==> src/rtl/branch_hazard_stall_ctrl_if.sv <==
// ID-stage hazard interface: pipeline-side hazard inputs toward the controller,
// stall/flush controls and performance counters back.
interface branch_hazard_stall_ctrl_if #(
    parameter int REG_ADDR_WIDTH = 5,
    parameter int CNT_WIDTH      = 32
);
    logic                      ID_Branch;
    logic                      ID_Jump;
    logic                      ID_JumpReg;
    logic                      ID_UsesRs;
    logic                      ID_UsesRt;
    logic [REG_ADDR_WIDTH-1:0] ID_RegRs;
    logic [REG_ADDR_WIDTH-1:0] ID_RegRt;
    logic                      ID_BranchTaken;
    logic                      EX_RegWrite;
    logic                      EX_MemRead;
    logic [REG_ADDR_WIDTH-1:0] EX_RegWrAddr;
    logic                      MEM_MemRead;
    logic [REG_ADDR_WIDTH-1:0] MEM_RegWrAddr;
    logic                      Stall;
    logic                      ID_EX_Bubble;
    logic                      IF_ID_Flush;
    logic [CNT_WIDTH-1:0]      StallCycles;
    logic [CNT_WIDTH-1:0]      FlushCount;

    modport master (
        output ID_Branch, ID_Jump, ID_JumpReg, ID_UsesRs, ID_UsesRt, ID_RegRs, ID_RegRt,
               ID_BranchTaken, EX_RegWrite, EX_MemRead, EX_RegWrAddr, MEM_MemRead, MEM_RegWrAddr,
        input  Stall, ID_EX_Bubble, IF_ID_Flush, StallCycles, FlushCount
    );

    modport slave (
        input  ID_Branch, ID_Jump, ID_JumpReg, ID_UsesRs, ID_UsesRt, ID_RegRs, ID_RegRt,
               ID_BranchTaken, EX_RegWrite, EX_MemRead, EX_RegWrAddr, MEM_MemRead, MEM_RegWrAddr,
        output Stall, ID_EX_Bubble, IF_ID_Flush, StallCycles, FlushCount
    );
endinterface

==> src/rtl/branch_hazard_stall_ctrl.sv <==
// ID-stage RAW hazard controller: stalls PC/IF-ID and bubbles ID/EX until a branch or
// load-use operand is forwardable, flushes IF/ID on taken control transfers, counts both.
module branch_hazard_stall_ctrl #(
    parameter int REG_ADDR_WIDTH = 5,
    parameter int CNT_WIDTH      = 32
) (
    input logic clk,
    input logic reset,
    branch_hazard_stall_ctrl_if.slave hz
);
    typedef enum logic {RUN, HOLD} state_t;

    localparam logic [CNT_WIDTH-1:0] CNT_ONE = CNT_WIDTH'(1);

    state_t               state;
    logic                 isBr;
    logic [1:0]           needRs, needRt, need;
    logic                 stall, flush;
    logic [CNT_WIDTH-1:0] stallCnt, flushCnt;

    // Cycles of stall one source operand still needs before the ID-stage forwarding covers it.
    function automatic logic [1:0] opNeed(
        input logic                      uses,
        input logic [REG_ADDR_WIDTH-1:0] r,
        input logic                      br,
        input logic                      exWr,
        input logic                      exLd,
        input logic [REG_ADDR_WIDTH-1:0] exAddr,
        input logic                      memLd,
        input logic [REG_ADDR_WIDTH-1:0] memAddr
    );
        logic       mEx, mMem;
        logic [1:0] n;
        mEx  = uses && exWr && (exAddr != '0) && (exAddr == r);
        mMem = uses && memLd && (memAddr != '0) && (memAddr == r);
        n    = 2'd0;
        if (br) begin
            if (mEx)       n = exLd ? 2'd2 : 2'd1;
            else if (mMem) n = 2'd1;
        end else if (exLd && mEx) begin
            n = 2'd1;
        end
        return n;
    endfunction

    assign isBr = hz.ID_Branch | hz.ID_JumpReg;

    always_comb begin
        needRs = opNeed(hz.ID_UsesRs, hz.ID_RegRs, isBr, hz.EX_RegWrite, hz.EX_MemRead,
                        hz.EX_RegWrAddr, hz.MEM_MemRead, hz.MEM_RegWrAddr);
        needRt = opNeed(hz.ID_UsesRt, hz.ID_RegRt, isBr, hz.EX_RegWrite, hz.EX_MemRead,
                        hz.EX_RegWrAddr, hz.MEM_MemRead, hz.MEM_RegWrAddr);
        need   = (needRs > needRt) ? needRs : needRt;
    end

    // Flush only once the branch has actually resolved, i.e. never in a stalled cycle.
    always_comb begin
        stall = 1'b0;
        flush = 1'b0;
        if (!reset) begin
            stall = (state == HOLD) || (need != 2'd0);
            flush = !stall && (hz.ID_Jump || (isBr && (hz.ID_JumpReg || hz.ID_BranchTaken)));
        end
    end

    always_ff @(posedge clk or posedge reset) begin
        if (reset) begin
            state    <= RUN;
            stallCnt <= '0;
            flushCnt <= '0;
        end else begin
            case (state)
                RUN:     if (need == 2'd2) state <= HOLD;
                HOLD:    state <= RUN;
                default: state <= RUN;
            endcase
            if (stall && (stallCnt != '1)) stallCnt <= stallCnt + CNT_ONE;
            if (flush && (flushCnt != '1)) flushCnt <= flushCnt + CNT_ONE;
        end
    end

    assign hz.Stall        = stall;
    assign hz.ID_EX_Bubble = stall;
    assign hz.IF_ID_Flush  = flush;
    assign hz.StallCycles  = stallCnt;
    assign hz.FlushCount   = flushCnt;
endmodule

==> src/flat_wrapper.sv <==
// flat-port wrapper written by rule: the top's interface ports become plain ports
module branch_hazard_stall_ctrl_flat 
#(
    parameter int REG_ADDR_WIDTH = 5,
    parameter int CNT_WIDTH      = 32
)
  (clk, reset, hz_ID_Branch, hz_ID_Jump, hz_ID_JumpReg, hz_ID_UsesRs, hz_ID_UsesRt, hz_ID_RegRs, hz_ID_RegRt, hz_ID_BranchTaken, hz_EX_RegWrite, hz_EX_MemRead, hz_EX_RegWrAddr, hz_MEM_MemRead, hz_MEM_RegWrAddr, hz_Stall, hz_ID_EX_Bubble, hz_IF_ID_Flush, hz_StallCycles, hz_FlushCount);
  branch_hazard_stall_ctrl_if #(.REG_ADDR_WIDTH(REG_ADDR_WIDTH), .CNT_WIDTH(CNT_WIDTH)) hz_i ();
  input logic clk;
  input logic reset;
  input wire logic [$bits(hz_i.ID_Branch)-1:0] hz_ID_Branch;
  input wire logic [$bits(hz_i.ID_Jump)-1:0] hz_ID_Jump;
  input wire logic [$bits(hz_i.ID_JumpReg)-1:0] hz_ID_JumpReg;
  input wire logic [$bits(hz_i.ID_UsesRs)-1:0] hz_ID_UsesRs;
  input wire logic [$bits(hz_i.ID_UsesRt)-1:0] hz_ID_UsesRt;
  input wire logic [$bits(hz_i.ID_RegRs)-1:0] hz_ID_RegRs;
  input wire logic [$bits(hz_i.ID_RegRt)-1:0] hz_ID_RegRt;
  input wire logic [$bits(hz_i.ID_BranchTaken)-1:0] hz_ID_BranchTaken;
  input wire logic [$bits(hz_i.EX_RegWrite)-1:0] hz_EX_RegWrite;
  input wire logic [$bits(hz_i.EX_MemRead)-1:0] hz_EX_MemRead;
  input wire logic [$bits(hz_i.EX_RegWrAddr)-1:0] hz_EX_RegWrAddr;
  input wire logic [$bits(hz_i.MEM_MemRead)-1:0] hz_MEM_MemRead;
  input wire logic [$bits(hz_i.MEM_RegWrAddr)-1:0] hz_MEM_RegWrAddr;
  output wire logic [$bits(hz_i.Stall)-1:0] hz_Stall;
  output wire logic [$bits(hz_i.ID_EX_Bubble)-1:0] hz_ID_EX_Bubble;
  output wire logic [$bits(hz_i.IF_ID_Flush)-1:0] hz_IF_ID_Flush;
  output wire logic [$bits(hz_i.StallCycles)-1:0] hz_StallCycles;
  output wire logic [$bits(hz_i.FlushCount)-1:0] hz_FlushCount;
  assign hz_i.ID_Branch = hz_ID_Branch;
  assign hz_i.ID_Jump = hz_ID_Jump;
  assign hz_i.ID_JumpReg = hz_ID_JumpReg;
  assign hz_i.ID_UsesRs = hz_ID_UsesRs;
  assign hz_i.ID_UsesRt = hz_ID_UsesRt;
  assign hz_i.ID_RegRs = hz_ID_RegRs;
  assign hz_i.ID_RegRt = hz_ID_RegRt;
  assign hz_i.ID_BranchTaken = hz_ID_BranchTaken;
  assign hz_i.EX_RegWrite = hz_EX_RegWrite;
  assign hz_i.EX_MemRead = hz_EX_MemRead;
  assign hz_i.EX_RegWrAddr = hz_EX_RegWrAddr;
  assign hz_i.MEM_MemRead = hz_MEM_MemRead;
  assign hz_i.MEM_RegWrAddr = hz_MEM_RegWrAddr;
  assign hz_Stall = hz_i.Stall;
  assign hz_ID_EX_Bubble = hz_i.ID_EX_Bubble;
  assign hz_IF_ID_Flush = hz_i.IF_ID_Flush;
  assign hz_StallCycles = hz_i.StallCycles;
  assign hz_FlushCount = hz_i.FlushCount;
  branch_hazard_stall_ctrl #(.REG_ADDR_WIDTH(REG_ADDR_WIDTH), .CNT_WIDTH(CNT_WIDTH)) u_core (.clk(clk), .reset(reset), .hz(hz_i));
endmodule
==> config.mk <==
export PLATFORM = sky130hd
export DESIGN_NAME = branch_hazard_stall_ctrl_flat
export DESIGN_NICKNAME = d
export VERILOG_FILES = /design/src/rtl/branch_hazard_stall_ctrl_if.sv /design/src/rtl/branch_hazard_stall_ctrl.sv /design/src/flat_wrapper.sv
export SDC_FILE = /design/constraint.sdc
export NUM_CORES = 1
export LEC_CHECK = 0
export ABC_AREA = 1
export BUFFER_PORTS_ARGS = -buffer_cell sky130_fd_sc_hd__buf_4
export CORE_ASPECT_RATIO = 0.8
export CORE_MARGIN = 2
export CORE_UTILIZATION = 36
export CTS_CLUSTER_SIZE = 10
export DETAILED_ROUTE_END_ITERATION = 10
export MAX_ROUTING_LAYER = met4
export PLACE_DENSITY_LB_ADDON = 0.08
export SKIP_LAST_GASP = 1
export SYNTH_ARGS = -nofsm -noshare
export SYNTH_HDL_FRONTEND = slang
export SYNTH_SLANG_ARGS = --single-unit
export TNS_END_PERCENT = 100
==> constraint.sdc <==
create_clock -name clk -period 3.9 [get_ports clk]
set_input_delay 0.39 -clock clk [delete_from_list [all_inputs] [get_ports clk]]
set_output_delay 0.39 -clock clk [all_outputs]
set_load 0.005 [all_outputs]
==> results of run 1 <==
[worst min-delay path by stage]
stage          cells after the start                                   end                   start
3_3_place_gp                       1                u_core.state$_DFF_PP0_  u_core.state$_DFF_PP0_
3_5_place_dp                       1                u_core.state$_DFF_PP0_  u_core.state$_DFF_PP0_
4_1_cts                            2   u_core.hz.FlushCount[7]$_DFFE_PP0P_                   reset
2_1_floorplan                      1                u_core.state$_DFF_PP0_  u_core.state$_DFF_PP0_
5_1_grt                            2  u_core.hz.FlushCount[12]$_DFFE_PP0P_                   reset
6_report                           2   u_core.hz.FlushCount[8]$_DFFE_PP0P_                   reset
[Yosys cell counts, drive strengths merged]
master  count  area (µm²)
inv        78         293
clkbuf      6        22.5
nor4       12        75.1
xnor2      14         123
xor2       40         350
nor3       25         130
ha          5        62.6
a211o       1        8.76
dfrtp      65        1630
nand2     277        1040
nand4      54         353
nand3b      2        15.0
nand3      63         353
a21oi       4        20.0
o21a        1        7.51
buf        16         105
nor2       63         254
[where the power goes]
group	switching, mW	internal, mW
registers	0.0738	0.712
clock network	0.322	0.454
logic	0.174	0.134
[metrics by stage]
step | utilization | hold slack, ns | instance area (µm²)
floorplan | - | 0.401 | 4840
global placement | 0.439 | 0.415 | 5710
detailed placement | 0.439 | 0.430 | 5710
CTS | 0.461 | 0.125 | 6000
global route | 0.461 | 0.150 | 6000
finish | 0.461 | 0.120 | 6000
[sequential cells by signal (all words and copies together) (netlist names)]
| register | cells |
|---|---|
| u_core.hz.StallCycles | 32 |
| u_core.hz.FlushCount | 32 |
| u_core.state | 1 |
[layout make-up]
type / count / area share
multi-input combinational: 561 / 0.466
sequential: 65 / 0.271
inverter: 78 / 0.0490
timing repair buffer: 103 / 0.129
tap: 175 / 0.0365
clock buffer: 10 / 0.0398
clock inverter: 6 / 0.00834
[cell usage in the layout (no fill, tap or decap), drive strengths merged]
master / n
a211o: 1
nand2: 277
inv: 79
nor3: 25
clkbuf: 10
nor2: 63
buf: 103
xor2: 40
nand3: 63
nand3b: 2
o21a: 1
clkinvlp: 2
ha: 5
xnor2: 14
dfrtp: 65
a21oi: 4
clkinv: 3
nand4: 54
nor4: 12
[worst max-delay path, delay by kind of cell]
kind / cells / cell delay (ns)
compound gates: 1 / 0.16
simple gates: 10 / 1.58
fa+ha+maj: 1 / 0.31
buf+inv: 5 / 0.55
[kinds of logic (layout without fill, tap and decap cells)]
family	Yosys count	after routing
fa+ha+maj	5	5
simple gates	496	496
xor+xnor	54	54
flops	65	65
buf+inv	100	197
compound gates	6	6
[routing by layer]
layer  wire, µm  part of all wire  track usage
met5          0                 0            -
met4        125            0.0087       0.0448
met3        702             0.049       0.0377
met2       5920              0.41        0.292
met1       7630              0.53        0.321
==> summary.md, run 1 <==
| Metric | Value |
|---|---|
| Status | finished, final reports clean |
| Initial antenna violation count | 0 |
| Via Count | 5017 |
| Final TNS setup | 0 ns |
| Post-CTS Hold Buffers | 0 |
| CTS tree | built |
| Synth Area in Simple Gates | 0.459 |
| CP Launch Point | hz_EX_RegWrAddr[2] |
| Largest family of logic cells by synthesized area | simple AND/OR/NAND/NOR gates |
| Initial Utilization | 0.372 |
| Final hold vios | 0 |
| Setup repair after global routing missed its margin | no |
| Min-delay worst type | primary input to async pin |
| Routed len/inst | 14.4 µm |
| Area delta synth->final | 23.8% |
| Nets | 854 |
| Worst-Margin Slew | 0.785 ns |
| Ratio of cells with drive above 1 in the final layout | 0.163 |
| Post-synthesis register bit count | 65 |
| Area share of xor/xnor cells in the synthesized design | 0.0976 |
| Syn_nets | 762 |
| # DRC | 0 |
| Yosys synthesis warning count | 0 |
| Post-Layout Cell Count | 998 |
| Crit path required time | 3.51 ns |
| Worst R2R Path Depth | 13 |
| Leakage | 3.11 nW |
| Crit Reg-Reg Startpoint | u_core.hz.StallCycles[1]$_DFFE_PP0P_ |
| Clock buffer depth | 2 |
| Post-synthesis cell area | 0.00484 mm² |
| Number of global-route vias before repair | 4770 |
| Period utilisation layout | 0.866 |
| Filler cells | 1354 |
| Adder-Cell Fraction of Synth Area | 0.0129 |
| Synth Area in Compound Gates | 0.00749 |
| DR iter-0 viols | 347 |
| Avg Synthesized Cell Area | 6.67 µm² |
| Fin. max-slew vios | 0 |
| Reg2Reg Setup Slack | 1.26 ns |
| Gpl congestion | 0.955 |
| Max-cap viol count | 0 |
| CTS Buf Count | 9 |
| Largest stage delay on the critical path | 0.45 ns |
| Register area | 0.00163 mm² |
| Post-DR vias/cell | 5.03 |
| Post-synthesis mux area share | 0 |
| GRT Util Overall | 0.212 |
| Sequential fraction of the synthesis area | 0.336 |
| DIE AREA | 0.0144 mm² |
| Arr. time, crit path | 2.99 ns |
| Core area | 0.0130 mm² |
| Placed instance count | 982 |
| PortBufs | 97 |
| Critical path fanouts, max | 19 |
| Slew HR | 0.477 |
| WS Path Type | primary input to primary output |
| Setup ws final | 0.523 ns |
| DR pass1 iterations | 5 |
| Synth unique cells | 27 |
| Multi-input gate area | 0.00280 mm² |
| Skew final | 0.0135 ns |
| Die H | 108 µm |
| Final setup vio count | 0 |
| Global-route wire length before repair | 24.0 mm |
| CP Capture Point | hz_IF_ID_Flush |
| Largest net degree at the start of global routing | 69 |
| FP Rows | 37 |
| Number of setup buffers added after CTS | 0 |
| Wirelength, routed | 14.4 mm |
| Dpl ws | 0.542 ns |
| CTS H-Tree Depth | 3 |
| Cells after Synth | 726 |
| Post-CTS sizing | 0 |
| Max stage delay cell, worst path | nor2_4 |
| CP endpoint kind | primary output |
| Worst r2r dst | u_core.hz.StallCycles[28]$_DFFE_PP0P_ |
| Reg clk slew, reported paths | 0.06 ns |
| GR Overflow Total | 0 |
| Crit start category | primary input |
| Root Driver | clkbuf_16 |
| Power Total | 1.87 mW |
| Detail Route Antenna Nets | 0 |
| IO Count | 98 |
| Peak supply drop | 0.255 mV |
| Crit-path cells | buf_4 > inv_1 > nand2_1 > nand2_1 > nand2_1 > nor2_1 > nand3_1 > nor2_1 > inv_1 > ha_1 > nor2_1 > o21a_1 > inv_1 > nand4_1 > nand3_4 > nor2_4 > buf_4 |
| Highest clock rate | 296 MHz |
| Die span in x | 134 µm |
| Num Clock Sinks | 65 |
| Post-route minimum period | 3.38 ns |
| Antenna fix cells | 0 |
| Pwr/cell area | 312 mW/mm² |
| Clk_lat worst skew | 0.33 ns |
| Final HPWL DP | 10.9 mm |
Power figures use the tool's default switching activity.
==> run 2: changes to the inputs <==
--- a/config.mk
+++ b/config.mk
@@ -13,7 +13,7 @@
 export CTS_CLUSTER_SIZE = 10
 export DETAILED_ROUTE_END_ITERATION = 10
 export MAX_ROUTING_LAYER = met4
-export PLACE_DENSITY_LB_ADDON = 0.08
+export PLACE_DENSITY = 0.53
 export SKIP_LAST_GASP = 1
 export SYNTH_ARGS = -nofsm -noshare
 export SYNTH_HDL_FRONTEND = slang
==> summary.md, run 2 (synthesized netlist as in run 1, its figures left out) <==
| Metric | Value |
|---|---|
| Status | finished, final reports clean (unchanged) |
| Worst-Margin Slew | 0.829 ns (was 0.785 ns) |
| Met3 Use GR | 0.0367 (was 0.0377) |
| Final hold vios | 0 (unchanged) |
| Most frequent cells in the layout | 275 x nand2_1, 104 x buf_4, 73 x inv_1 (was 275 x nand2_1, 103 x buf_4, 73 x inv_1) |
| Final TNS setup | 0 ns (unchanged) |
| Antenna fix cells | 0 (unchanged) |
| Wirelength, routed | 14.2 mm (was 14.4 mm) |
| # DRC | 0 (unchanged) |
| Core area | 0.0130 mm² (unchanged) |
| Final setup vio count | 0 (unchanged) |
| Met2 Usage GRT | 0.286 (was 0.292) |
| NetSw | 0.541 mW (was 0.569 mW) |
| Pwr/cell area | 311 mW/mm² (was 312 mW/mm²) |
| Crit-path cells | buf_4 > inv_1 > nand2_1 > nand2_1 > nand2_1 > nor2_1 > nand3_1 > nor2_1 > inv_1 > ha_1 > nor2_1 > o21a_1 > inv_1 > nand4_1 > nand3_4 > nand2_1 > inv_1 > buf_4 (was buf_4 > inv_1 > nand2_1 > nand2_1 > nand2_1 > nor2_1 > nand3_1 > nor2_1 > inv_1 > ha_1 > nor2_1 > o21a_1 > inv_1 > nand4_1 > nand3_4 > nor2_4 > buf_4) |
| Reg clk slew, reported paths | 0.05 ns (was 0.06 ns) |
| Peak supply drop | 0.265 mV (was 0.255 mV) |
| Leakage | 3.12 nW (was 3.11 nW) |
| Slew HR | 0.446 (was 0.477) |
| Most common cell after layout, fill and taps aside | nand2_1 (unchanged) |
| Detail Route Antenna Nets | 0 (unchanged) |
| Post-CTS sizing | 0 (unchanged) |
| Reg power frac | 0.418 (was 0.420) |
| DR pass1 iterations | 5 (unchanged) |
| Sw frac | 0.290 (was 0.305) |
| Setup ws final | 0.766 ns (was 0.523 ns) |
| Via Count | 5022 (was 5017) |
| IO Count | 98 (unchanged) |
| Num Clock Sinks | 65 (unchanged) |
| Setup repair after global routing missed its margin | no (unchanged) |
| GR Overflow Total | 0 (unchanged) |
| Largest stage delay on the critical path | 0.31 ns (was 0.45 ns) |
| Arr. time, crit path | 2.74 ns (was 2.99 ns) |
| Min-delay worst type | primary input to async pin (unchanged) |
| GR Util met1 | 0.322 (was 0.321) |
| Initial Utilization | 0.372 (unchanged) |
| Highest clock rate | 319 MHz (was 296 MHz) |
| Crit path required time | 3.51 ns (about the same) |
| Max stage delay cell, worst path | ha_1 (was nor2_4) |
| Number of setup buffers added after CTS | 0 (unchanged) |
| Post-DR vias/cell | 5.03 (about the same) |
| Root Driver | clkbuf_16 (unchanged) |
| CTS tree | built (unchanged) |
| CTS H-Tree Depth | 3 (unchanged) |
| DIE AREA | 0.0144 mm² (unchanged) |
| Die H | 108 µm (unchanged) |
| Initial antenna violation count | 0 (unchanged) |
| Max-cap viol count | 0 (unchanged) |
| Number of global-route vias before repair | 4799 (was 4770) |
| Layer with the highest usage | met1 (unchanged) |
| Clock power share | 0.415 (about the same) |
| Ratio of cells with drive above 1 in the final layout | 0.162 (was 0.163) |
| Skew final | 0.0132 ns (was 0.0135 ns) |
| Gpl congestion | 0.923 (was 0.955) |
| Crit start category | primary input (unchanged) |
| Die span in x | 134 µm (unchanged) |
| Global-route wire length before repair | 24.1 mm (was 24.0 mm) |
| Largest net degree at the start of global routing | 55 (was 69) |
| WS Path Type | primary input to primary output (unchanged) |
| CP endpoint kind | primary output (unchanged) |
| Minimum hold slack | 0.254 ns (was 0.120 ns) |
| Clk_lat worst skew | 0.34 ns (was 0.33 ns) |
| Dpl ws | 0.728 ns (was 0.542 ns) |
| Period utilisation layout | 0.804 (was 0.866) |
| Clock buffer depth | 2 (unchanged) |
| Comb power frac | 0.167 (was 0.164) |
| Post-route minimum period | 3.13 ns (was 3.38 ns) |
| Post-CTS Hold Buffers | 0 (unchanged) |
| FP Rows | 37 (unchanged) |
| Routed len/inst | 14.2 µm (was 14.4 µm) |
| PortBufs | 97 (unchanged) |
| GRT Util Overall | 0.213 (was 0.212) |
| Critical path fanouts, max | 22 (was 19) |
| Power Total | 1.87 mW (about the same) |
| Fin. max-slew vios | 0 (unchanged) |
| Final HPWL DP | 10.7 mm (was 10.9 mm) |
| Reg2Reg Setup Slack | 1.09 ns (was 1.26 ns) |
| Internal power | 1.33 mW (was 1.30 mW) |
| Area delta synth->final | 23.9% (was 23.8%) |
| DR iter-0 viols | 377 (was 347) |
| CTS Buf Count | 9 (unchanged) |
| Worst R2R Path Depth | 13 (unchanged) |
| Nets | 855 (was 854) |
==> run 2: worst paths after layout <==
check / from / endpoint
max: hz_ID_RegRs[4] / hz_Stall
min: reset / u_core.hz.StallCycles[23]$_DFFE_PP0P_
max reg2reg: u_core.hz.StallCycles[0]$_DFFE_PP0P_ / u_core.hz.StallCycles[6]$_DFFE_PP0P_
min reg2reg: u_core.state$_DFF_PP0_ / u_core.state$_DFF_PP0_
max in group asynchronous: reset / u_core.hz.FlushCount[24]$_DFFE_PP0P_
min in group clk: u_core.state$_DFF_PP0_ / u_core.state$_DFF_PP0_
==> run 2: final cells by class <==
cell class	count	area, µm²
fillers	1389	7010
multi-input cells	561	2800
flip-flops and latches	65	1630
repair buffers	104	781
inverters	78	294
clock buffers	13	270
well taps	175	219
clock inverters	2	12.5
==> run 2: power by group through the flow <==
stage	Combinational (mW)	Sequential, mW	Clock [mW]
5_1_grt	0.360	0.788	0.828
6_report	0.311	0.781	0.774
3_5_place_dp	0.313	0.791	0
2_1_floorplan	0.181	0.776	0
3_3_place_gp	0.307	0.792	0
4_1_cts	0.315	0.780	0.792
==> run 2: stage by stage <==
stage | utilization | instance area, µm² | cells
3_5_place_dp | 0.439 | 5720 | 983
6_report | 0.461 | 6000 | 998
2_1_floorplan | - | 4840 | 726
4_1_cts | 0.461 | 6000 | 998
5_1_grt | 0.461 | 6000 | 998
3_3_place_gp | 0.439 | 5720 | 983
==> run 2: routing by layer <==
| layer | part of all wire | wire length (µm) | up-vias |
|---|---|---|---|
| met1 | 0.54 | 7620 | 2331 |
| met3 | 0.053 | 758 | 18 |
| li1 | - | - | 2520 |
| met4 | 0.012 | 176 | 0 |
| met5 | 0 | 0 | - |
| met2 | 0.40 | 5620 | 153 |
==> run 2: critical path: cells and delay by family <==
| kind | cells | cell delay [ns] |
|---|---|---|
| AND/OR/NAND/NOR | 10 | 1.34 |
| buffers and inverters | 6 | 0.52 |
| adder cells (fa/ha/maj) | 1 | 0.31 |
| AO/OA/AOI/OAI | 1 | 0.17 |
==> run 3: changes to the inputs <==
--- a/config.mk
+++ b/config.mk
@@ -13,7 +13,7 @@
 export CTS_CLUSTER_SIZE = 10
 export DETAILED_ROUTE_END_ITERATION = 10
 export MAX_ROUTING_LAYER = met4
-export PLACE_DENSITY = 0.53
+export PLACE_DENSITY = 0.55
 export SKIP_LAST_GASP = 1
 export SYNTH_ARGS = -nofsm -noshare
 export SYNTH_HDL_FRONTEND = slang
==> constraint.sdc (replaced) <==
create_clock -name clk -period 2.63 [get_ports clk]
set_input_delay 0.263 -clock clk [delete_from_list [all_inputs] [get_ports clk]]
set_output_delay 0.263 -clock clk [all_outputs]
set_load 0.005 [all_outputs]
==> summary.md, run 3 (synthesized netlist as in run 1, its figures left out) <==
| Metric | Value |
|---|---|
| Setup ws final | 0.130 ns (was 0.766 ns) |
| Leakage | 3.33 nW (was 3.12 nW) |
| Ratio of cells with drive above 1 in the final layout | 0.231 (was 0.162) |
| Via Count | 5224 (was 5022) |
| Antenna fix cells | 0 (unchanged) |
| Worst-Margin Slew | 0.677 ns (was 0.829 ns) |
| Post-route minimum period | 2.50 ns |
| Global-route wire length before repair | 24.8 mm (was 24.1 mm) |
| Layer with the highest usage | met1 (unchanged) |
| DR pass1 iterations | 5 (unchanged) |
| Status | finished, final reports clean (unchanged) |
| Skew final | 0.00890 ns (was 0.0132 ns) |
| Util after Layout | 0.498 (was 0.461) |
| Most frequent cells in the layout | 262 x nand2_1, 121 x buf_4, 66 x inv_1 (was 275 x nand2_1, 104 x buf_4, 73 x inv_1) |
| DIE AREA | 0.0144 mm² (unchanged) |
| Die H | 108 µm (unchanged) |
| Initial antenna violation count | 0 (unchanged) |
| GRT Util Overall | 0.222 (was 0.213) |
| Critical path fanouts, max | 8 (was 22) |
| DR iter-0 viols | 337 (was 377) |
| Peak supply drop | 0.334 mV (was 0.265 mV) |
| Slew HR | 0.545 (was 0.446) |
| Core area | 0.0130 mm² (unchanged) |
| Layout Cell Area excl Fill | 0.00648 mm² (was 0.00600 mm²) |
| Area after DPL | 0.00592 mm² (was 0.00572 mm²) |
| Power Total | 2.97 mW (was 1.87 mW) |
| FP Rows | 37 (unchanged) |
| Final setup vio count | 0 (unchanged) |
| Final HPWL DP | 11.6 mm (was 10.7 mm) |
| Clock buffer depth | 2 (unchanged) |
| Largest net degree at the start of global routing | 33 (was 55) |
| PortBufs | 97 (unchanged) |
| Crit path required time | 2.37 ns (was 3.51 ns) |
| GR Util met1 | 0.333 (was 0.322) |
| Arr. time, crit path | 2.24 ns (was 2.74 ns) |
| Max-cap viol count | 0 (unchanged) |
| GR Overflow Total | 0 (unchanged) |
| Pwr/cell area | 458 mW/mm² (was 311 mW/mm²) |
| # DRC | 0 (unchanged) |
| Area delta synth->final | 33.7% (was 23.9%) |
| Wirelength, routed | 15.4 mm (was 14.2 mm) |
| WS Path Type | primary input to primary output (unchanged) |
| Final hold vios | 0 (unchanged) |
| Gpl congestion | 0.981 (was 0.923) |
| Root Driver | clkbuf_16 (unchanged) |
| Min-delay worst type | register to register (was primary input to async pin) |
| Most common cell after layout, fill and taps aside | nand2_1 (unchanged) |
| Setup repair after global routing missed its margin | yes (was no) |
| Number of global-route vias before repair | 4791 (was 4799) |
| Routed len/inst | 15.0 µm (was 14.2 µm) |
| Met2 Usage GRT | 0.295 (was 0.286) |
| CTS tree | built (unchanged) |
| Num Clock Sinks | 65 (unchanged) |
| Detail Route Antenna Nets | 0 (unchanged) |
| Initial Utilization | 0.372 (unchanged) |
| Nets | 883 (was 855) |
| IO Count | 98 (unchanged) |
| Fin. max-slew vios | 0 (unchanged) |
| Period utilisation layout | 0.951 |
| Reg clk slew, reported paths | 0.05 ns (about the same) |
| Highest clock rate | 400 MHz |
| CP endpoint kind | primary output (unchanged) |
| Dpl ws | -0.0823 ns (was 0.728 ns) |
| Clk_lat worst skew | 0.34 ns (about the same) |
| Crit start category | primary input (unchanged) |
| Filler cells | 1352 (was 1389) |
| Post-DR vias/cell | 5.09 (was 5.03) |
| CTS Buf Count | 9 (unchanged) |
| CTS H-Tree Depth | 3 (unchanged) |
| Met3 Use GR | 0.0471 (was 0.0367) |
| Die span in x | 134 µm (unchanged) |
==> run 3: worst paths after layout <==
check,from,to,slack [ns],cells after the start
worst max-delay path,hz_EX_RegWrAddr[3],hz_IF_ID_Flush,0.13,15
worst min-delay path,u_core.state$_DFF_PP0_,u_core.state$_DFF_PP0_,0.42,1
worst max register to register,u_core.hz.StallCycles[0]$_DFFE_PP0P_,u_core.hz.StallCycles[7]$_DFFE_PP0P_,0.21,13
worst min register to register,u_core.state$_DFF_PP0_,u_core.state$_DFF_PP0_,0.42,1
max in group asynchronous,reset,u_core.hz.FlushCount[22]$_DFFE_PP0P_,1.00,5
min in group asynchronous,reset,u_core.hz.StallCycles[14]$_DFFE_PP0P_,0.45,3
==> run 3: layout make-up <==
| class | instances | area, µm² | area share |
|---|---|---|---|
| repair buffers | 132 | 1080 | 0.167 |
| clock buffers | 12 | 256 | 0.0396 |
| multi-input cells | 561 | 2940 | 0.454 |
| clock inverters | 4 | 51.3 | 0.00792 |
| inverters | 78 | 302 | 0.0466 |
| flip-flops and latches | 65 | 1630 | 0.251 |
| well taps | 175 | 219 | 0.0338 |
==> run 3: power by group <==
part           leakage (nW)  switching (mW)  total, mW  internal, mW
clock                 0.149           0.466       1.25         0.786
combinational          2.28           0.307      0.570         0.263
sequential            0.897          0.0883       1.14          1.06
total                  3.33           0.862       2.97          2.10
==> run 3: worst max-delay path: stages <==
cell	delay, ns
buf_6	0.09
inv_4	0.04
a21oi_2	0.14
nand2_2	0.08
nor2_4	0.13
nand4_1	0.21
buf_4	0.22
ha_1	0.18
o21a_1	0.20
buf_4	0.14
nand3_2	0.08
nand3_4	0.11
nor2_4	0.15
buf_12	0.13
buf_6	0.09
==> run 3: routing by layer <==
layer,vias to the layer above,routed length (µm),share of wire
li1,2593,-,-
met1,2433,7830,0.51
met2,176,6270,0.41
met3,22,1040,0.067
met4,0,248,0.016
met5,-,0,0
==> run 3: timing repair <==
action,CTS,global route
endpoints found under the hold margin,10,0
hold buffers,1,0
endpoints found under the setup margin,3,5
setup buffers,2,6
pin swaps,3,22
resized for setup,1,51
==> run 3: stage by stage <==
step | setup TNS (ns) | cells | hold slack [ns]
5_1_grt | -0.0621 | 1027 | 0.454
6_report | 0 | 1027 | 0.417
2_1_floorplan | 0 | 726 | 0.401
3_5_place_dp | -1.23 | 1002 | 0.230
3_3_place_gp | 0 | 1002 | 0.225
4_1_cts | 0 | 1021 | 0.425
